`config.mk`:
```
export PLATFORM = sky130hd
export DESIGN_NAME = seq_multiplier_8x8
export DESIGN_NICKNAME = d
export VERILOG_FILES = /design/src/rtl/seq_multiplier_8x8_pkg.sv /design/src/rtl/seq_multiplier_8x8_adder.sv /design/src/rtl/seq_multiplier_8x8.sv
export SDC_FILE = /design/constraint.sdc
export NUM_CORES = 1
export LEC_CHECK = 0
export BUFFER_PORTS_ARGS = -buffer_cell sky130_fd_sc_hd__buf_2
export CORE_MARGIN = 4
export CORE_UTILIZATION = 50
export CTS_BUF_LIST = sky130_fd_sc_hd__clkbuf_16
export DETAILED_ROUTE_END_ITERATION = 12
export PLACE_DENSITY = 0.76
export SYNTH_ARGS = -nofsm -noshare
export SYNTH_HDL_FRONTEND = slang
export SYNTH_SLANG_ARGS = --single-unit
```
`constraint.sdc`:
```
create_clock -name mul_clk_i -period 2.7 [get_ports mul_clk_i]
set_input_delay 0.135 -clock mul_clk_i [delete_from_list [all_inputs] [get_ports mul_clk_i]]
set_output_delay 0.135 -clock mul_clk_i [all_outputs]
set_load 0.005 [all_outputs]
```
`src/rtl/seq_multiplier_8x8_pkg.sv`:
```
// Shared definitions for the sequential 8x8 multiplier.
//   MUL_WIDTH   : default operand width (product is 2*MUL_WIDTH bits)
//   mul_state_e : FSM state encodings. 2'd3 is unused and decodes to IDLE.
package seq_multiplier_8x8_pkg;

    localparam int MUL_WIDTH = 8;

    typedef enum logic [1:0] {
        ST_IDLE = 2'd0,
        ST_RUN  = 2'd1,
        ST_DONE = 2'd2
    } mul_state_e;

endpackage

```
`src/rtl/seq_multiplier_8x8_adder.sv`:
```
// Partial-sum adder for the shift-and-add multiplier.
//   a_i, b_i : ADD_W-bit unsigned addends
//   sum_o    : low ADD_W bits of a_i + b_i
//   cout_o   : carry out of the top bit
module seq_multiplier_8x8_adder #(
    parameter int ADD_W = 8
) (
    input  logic [ADD_W-1:0] a_i,
    input  logic [ADD_W-1:0] b_i,
    output logic [ADD_W-1:0] sum_o,
    output logic             cout_o
);

    assign {cout_o, sum_o} = {1'b0, a_i} + {1'b0, b_i};

endmodule

```
`src/rtl/seq_multiplier_8x8.sv`:
```
// Sequential unsigned shift-and-add multiplier. One iteration per clock,
// WIDTH iterations per product, one-cycle done_o pulse with the result.
//   mul_clk_i    : clock, rising edge
//   mul_nreset_i : asynchronous active-low reset
//   start_i      : request; sampled in IDLE and DONE only
//   a_i, b_i     : unsigned operands, captured with start_i
//   busy_o       : high while iterating (RUN)
//   done_o       : one-cycle pulse, product_o holds a new result
//   product_o    : last completed product, held between results
module seq_multiplier_8x8
    import seq_multiplier_8x8_pkg::*;
#(
    parameter int WIDTH = MUL_WIDTH
) (
    input  logic                 mul_clk_i,
    input  logic                 mul_nreset_i,
    input  logic                 start_i,
    input  logic [WIDTH-1:0]     a_i,
    input  logic [WIDTH-1:0]     b_i,
    output logic                 busy_o,
    output logic                 done_o,
    output logic [2*WIDTH-1:0]   product_o
);

    localparam int CNT_W = $clog2(WIDTH + 1);

    mul_state_e       state, state_nxt;
    logic [WIDTH-1:0] mcand;
    logic [WIDTH-1:0] partial;  // upper half of the running product
    logic [WIDTH-1:0] mplier;   // lower half: unconsumed multiplier bits shift out, product bits shift in
    logic [CNT_W-1:0] count;
    logic [WIDTH-1:0] addend;
    logic [WIDTH-1:0] sum;
    logic             carry;
    logic             last_iter;

    assign addend    = mplier[0] ? mcand : '0;
    assign last_iter = (count == CNT_W'(WIDTH - 1));

    seq_multiplier_8x8_adder #(
        .ADD_W (WIDTH)
    ) u_adder (
        .a_i    (partial),
        .b_i    (addend),
        .sum_o  (sum),
        .cout_o (carry)
    );

    // State register
    always_ff @(posedge mul_clk_i or negedge mul_nreset_i) begin
        if (!mul_nreset_i) state <= ST_IDLE;
        else               state <= state_nxt;
    end

    // Next-state logic
    always_comb begin
        state_nxt = ST_IDLE;
        case (state)
            ST_IDLE: state_nxt = start_i   ? ST_RUN  : ST_IDLE;
            ST_RUN:  state_nxt = last_iter ? ST_DONE : ST_RUN;
            ST_DONE: state_nxt = start_i   ? ST_RUN  : ST_IDLE;
            default: state_nxt = ST_IDLE;
        endcase
    end

    // Outputs decoded from the registered state only
    always_comb begin
        busy_o = 1'b0;
        done_o = 1'b0;
        case (state)
            ST_RUN:  busy_o = 1'b1;
            ST_DONE: done_o = 1'b1;
            default: ;
        endcase
    end

    // Datapath. A start in DONE restarts immediately, giving back-to-back
    // operation; a start in RUN falls through and is dropped.
    always_ff @(posedge mul_clk_i or negedge mul_nreset_i) begin
        if (!mul_nreset_i) begin
            mcand     <= '0;
            partial   <= '0;
            mplier    <= '0;
            count     <= '0;
            product_o <= '0;
        end else begin
            case (state)
                ST_IDLE, ST_DONE: begin
                    if (start_i) begin
                        mcand   <= a_i;
                        mplier  <= b_i;
                        partial <= '0;
                        count   <= '0;
                    end
                end
                ST_RUN: begin
                    // {carry, sum, mplier} >> 1
                    partial <= {carry, sum[WIDTH-1:1]};
                    mplier  <= {sum[0], mplier[WIDTH-1:1]};
                    count   <= count + CNT_W'(1);
                    if (last_iter)
                        product_o <= {carry, sum, mplier[WIDTH-1:1]};
                end
                default: ;
            endcase
        end
    end

endmodule
```
==> impl_metrics.yaml <==
clock_tree:
  cts_tree: "built"
  clockRootBuffer: "clkbuf_16"
  cts_hold_buf: 0
  cts_max_level: 2
  clockBufferDepth: 2
  cts_resized: 0
  cts_sinks: 46
  numCtsBuffers: 5
  insertion_delay_ps: 280
  post-cts-setup-buffers: 0
  clkTransAtPathRegs_ps: 60
worst_setup_path:
  endpoint_kind: "register"
  crit_start: "mplier[0]"
  critical_path_class: "reg2reg"
  worst_setup_path_start_kind: "register"
  critical_path_arrival_ps: 2400
  rr_startpoint: "mplier[0]"
  reg2reg_setup_slack_ps: 470
  regToRegEndpoint: "product_o[13]"
  cp.required_ps: 2870
  rr_worst_depth: 7
  crit_fanout: 9
  crit_end: "product_o[13]"
detailed_routing:
  postRouteAntennaNets: 0
  route.detailed.drc: 0
  drt-pass1-iter-count: 4
  wl_per_cell_um: 15.6
  via_count: 1452
  via_per_inst: 5.40
  drt-total-wl_um: 4180
  drt_iter0_markers: 81
power:
  p_switching_mw: 1.09
  powerDensity_mw_per_mm2: 1260
  p_sw_frac: 0.341
  clkPwrFrac: 0.207
  power_leakage_nw: 1.25
  irDropWorstVdd_mv: 0.651
  p_int_mw: 2.11
  seq_power_share: 0.376
  power_frac_comb: 0.417
synth:
  ys_ff_latch: 46
  ys_seq_area_frac: 0.540
  yosys_warnings: 0
  synth.net_count: 207
  netlist_instances: 178
  syn_area_mm2: 0.00213
  synth-edff-count: 0
  syn_area_per_cell_um2: 12.0
  synthArstFlopShare: 1.00
  synthFlopType: "dfrtp_1"
  synth_cell_types: 34
timing:
  period_share: 0.827
  fmax_ghz: 0.448
  rsz0062_at_grt: "no"
  tightest_slew_ps: 989
  hold_ws_ps: 11.9
  finalHoldViolCount: 0
  clock_skew_ps: 4.88
  tns_ps: 0
  fin_crit_ps: 2230
  max_slew_margin: 0.340
  setup_viol: 0
  drv_slew: 0
global_routing:
  grt.busiest_layer: "met2"
  grt_pass1_wl_um: 6830
  grt_use_met2: 0.254
  antenna_found_initial: 0
  track_usage: 0.169
  first_global_vias: 1417
  use_met3: 0.0465
  gr-total-overflow: 0
  grt_max_degree: 47
  grtUsageMet1: 0.237
place:
  place.detailed.hpwl_um: 2880
  port_buffers: 36
  finalWeightedCongestion: 0.861
  placed_cell_area_mm2: 0.00238
floorplanning:
  fp.dieW_um: 73.3
  die_h_um: 73.3
  initial_core_util: 0.525
  ios: 37
  row_count: 23
  coreArea_mm2: 0.00406
  dieArea_mm2: 0.00537
status:
  status: "finished, final reports clean"
final_layout:
  syn_to_final_growth_pct: 19.1
  num-fill-cells: 326
  drive_gt1_frac: 0.338
  diodes: 0
  num-nets-final: 248
  layout.area.seq_mm2: 0.00115
  final_area_mm2: 0.00254
  multi_input_area_um2: 937
flow_run:
  cap_violations: 0
worst_hold_path:
  hold_class: "in2async"
cell families after synthesis:
kind of cell,share of synthesized area
buffers and inverters,0.0205
AND/OR/NAND/NOR,0.109
AO/OA/AOI/OAI,0.140
XOR/XNOR,0.0164
adder cells (fa/ha/maj),0.0622
multiplexers,0.112
flip-flops,0.540
power groups by stage:
| stage | combinational (mW) | clock, mW | sequential [mW] |
|---|---|---|---|
| final | 1.34 | 0.662 | 1.21 |
| after CTS | 1.35 | 0.681 | 1.21 |
| after global placement | 1.29 | 0 | 1.21 |
| after global routing | 1.48 | 0.705 | 1.25 |
| after detailed placement | 1.33 | 0 | 1.22 |
| after floorplan | 0.967 | 0 | 1.18 |
worst max-delay path: stages, from the launching register on:
cell	delay, ps
dfrtp_1	430
and2_1	170
ha_1	210
fa_1	420
a21o_1	220
a221oi_4	280
xnor2_1	130
mux2_4	260
synthesized netlist by cell type (all sizes together) (2+ instances only):
cell    number  area [um2]
a21oi        6        30.0
nand3b       2        15.0
nor2         4        17.5
inv          3        11.3
a22o         5        45.0
clkbuf       2        7.51
ha           9         113
mux2        20         229
xnor2        3        26.3
nand2       23        86.3
a31o         2        17.5
a21o         3        22.5
buf          5        25.0
or3          2        12.5
and2         8        50.1
a22oi        9        67.6
dfrtp       46        1150
nor2b        4        25.0
a32o         2        20.0
o21ai        9        45.0
per-stage QoR:
stage                     cells   util  worst slack (ps)  total power [mW]
final                       269  0.626               466              3.21
after global routing        269  0.626               388              3.44
after CTS                   269  0.626               465              3.24
after detailed placement    262  0.586               509              2.55
after global placement      262  0.586               580              2.50
after floorplan             178      -               653              2.15
flip-flops by register name, summed over array words and instances (netlist names):
signal,count
count,4
mcand,8
mplier,8
partial,8
product_o,16
state,2
cells in the final DEF, fill, tap and decap left out, types with 5 or more instances in the layout:
cell        n
buf_2      36
and2_1      8
nand2_1    23
clkbuf_16   5
ha_1        9
mux2_2     19
buf_4       5
a21oi_1     6
dfrtp_1    46
o21ai_0     9
a22oi_1     9
how the worst min path moves through the flow:
stage / from / end / cells past startpoint / slack, ps
after floorplan: mul_nreset_i / count[0] / 0 / -160
after global placement: mul_nreset_i / mcand[5] / 1 / 360
after detailed placement: mul_nreset_i / mcand[5] / 1 / 360
after CTS: b_i[4] / mplier[4] / 3 / 60
after global routing: b_i[4] / mplier[4] / 3 / 60
final: mul_nreset_i / partial[3] / 1 / 10
metal layers:
layer,part of all wire,vias to the layer above
met3,0.048,5
li1,-,715
met1,0.47,698
met2,0.47,34
met4,0.010,0
met5,0,-
layout make-up:
cell class / instances / area share
timing repair buffer: 41 / 0.0858
inverter: 3 / 0.00444
clock buffer: 5 / 0.0493
multi-input combinational: 122 / 0.369
tap: 50 / 0.0246
sequential: 46 / 0.453
clock inverter: 2 / 0.0133
Power figures use the tool's default switching activity.
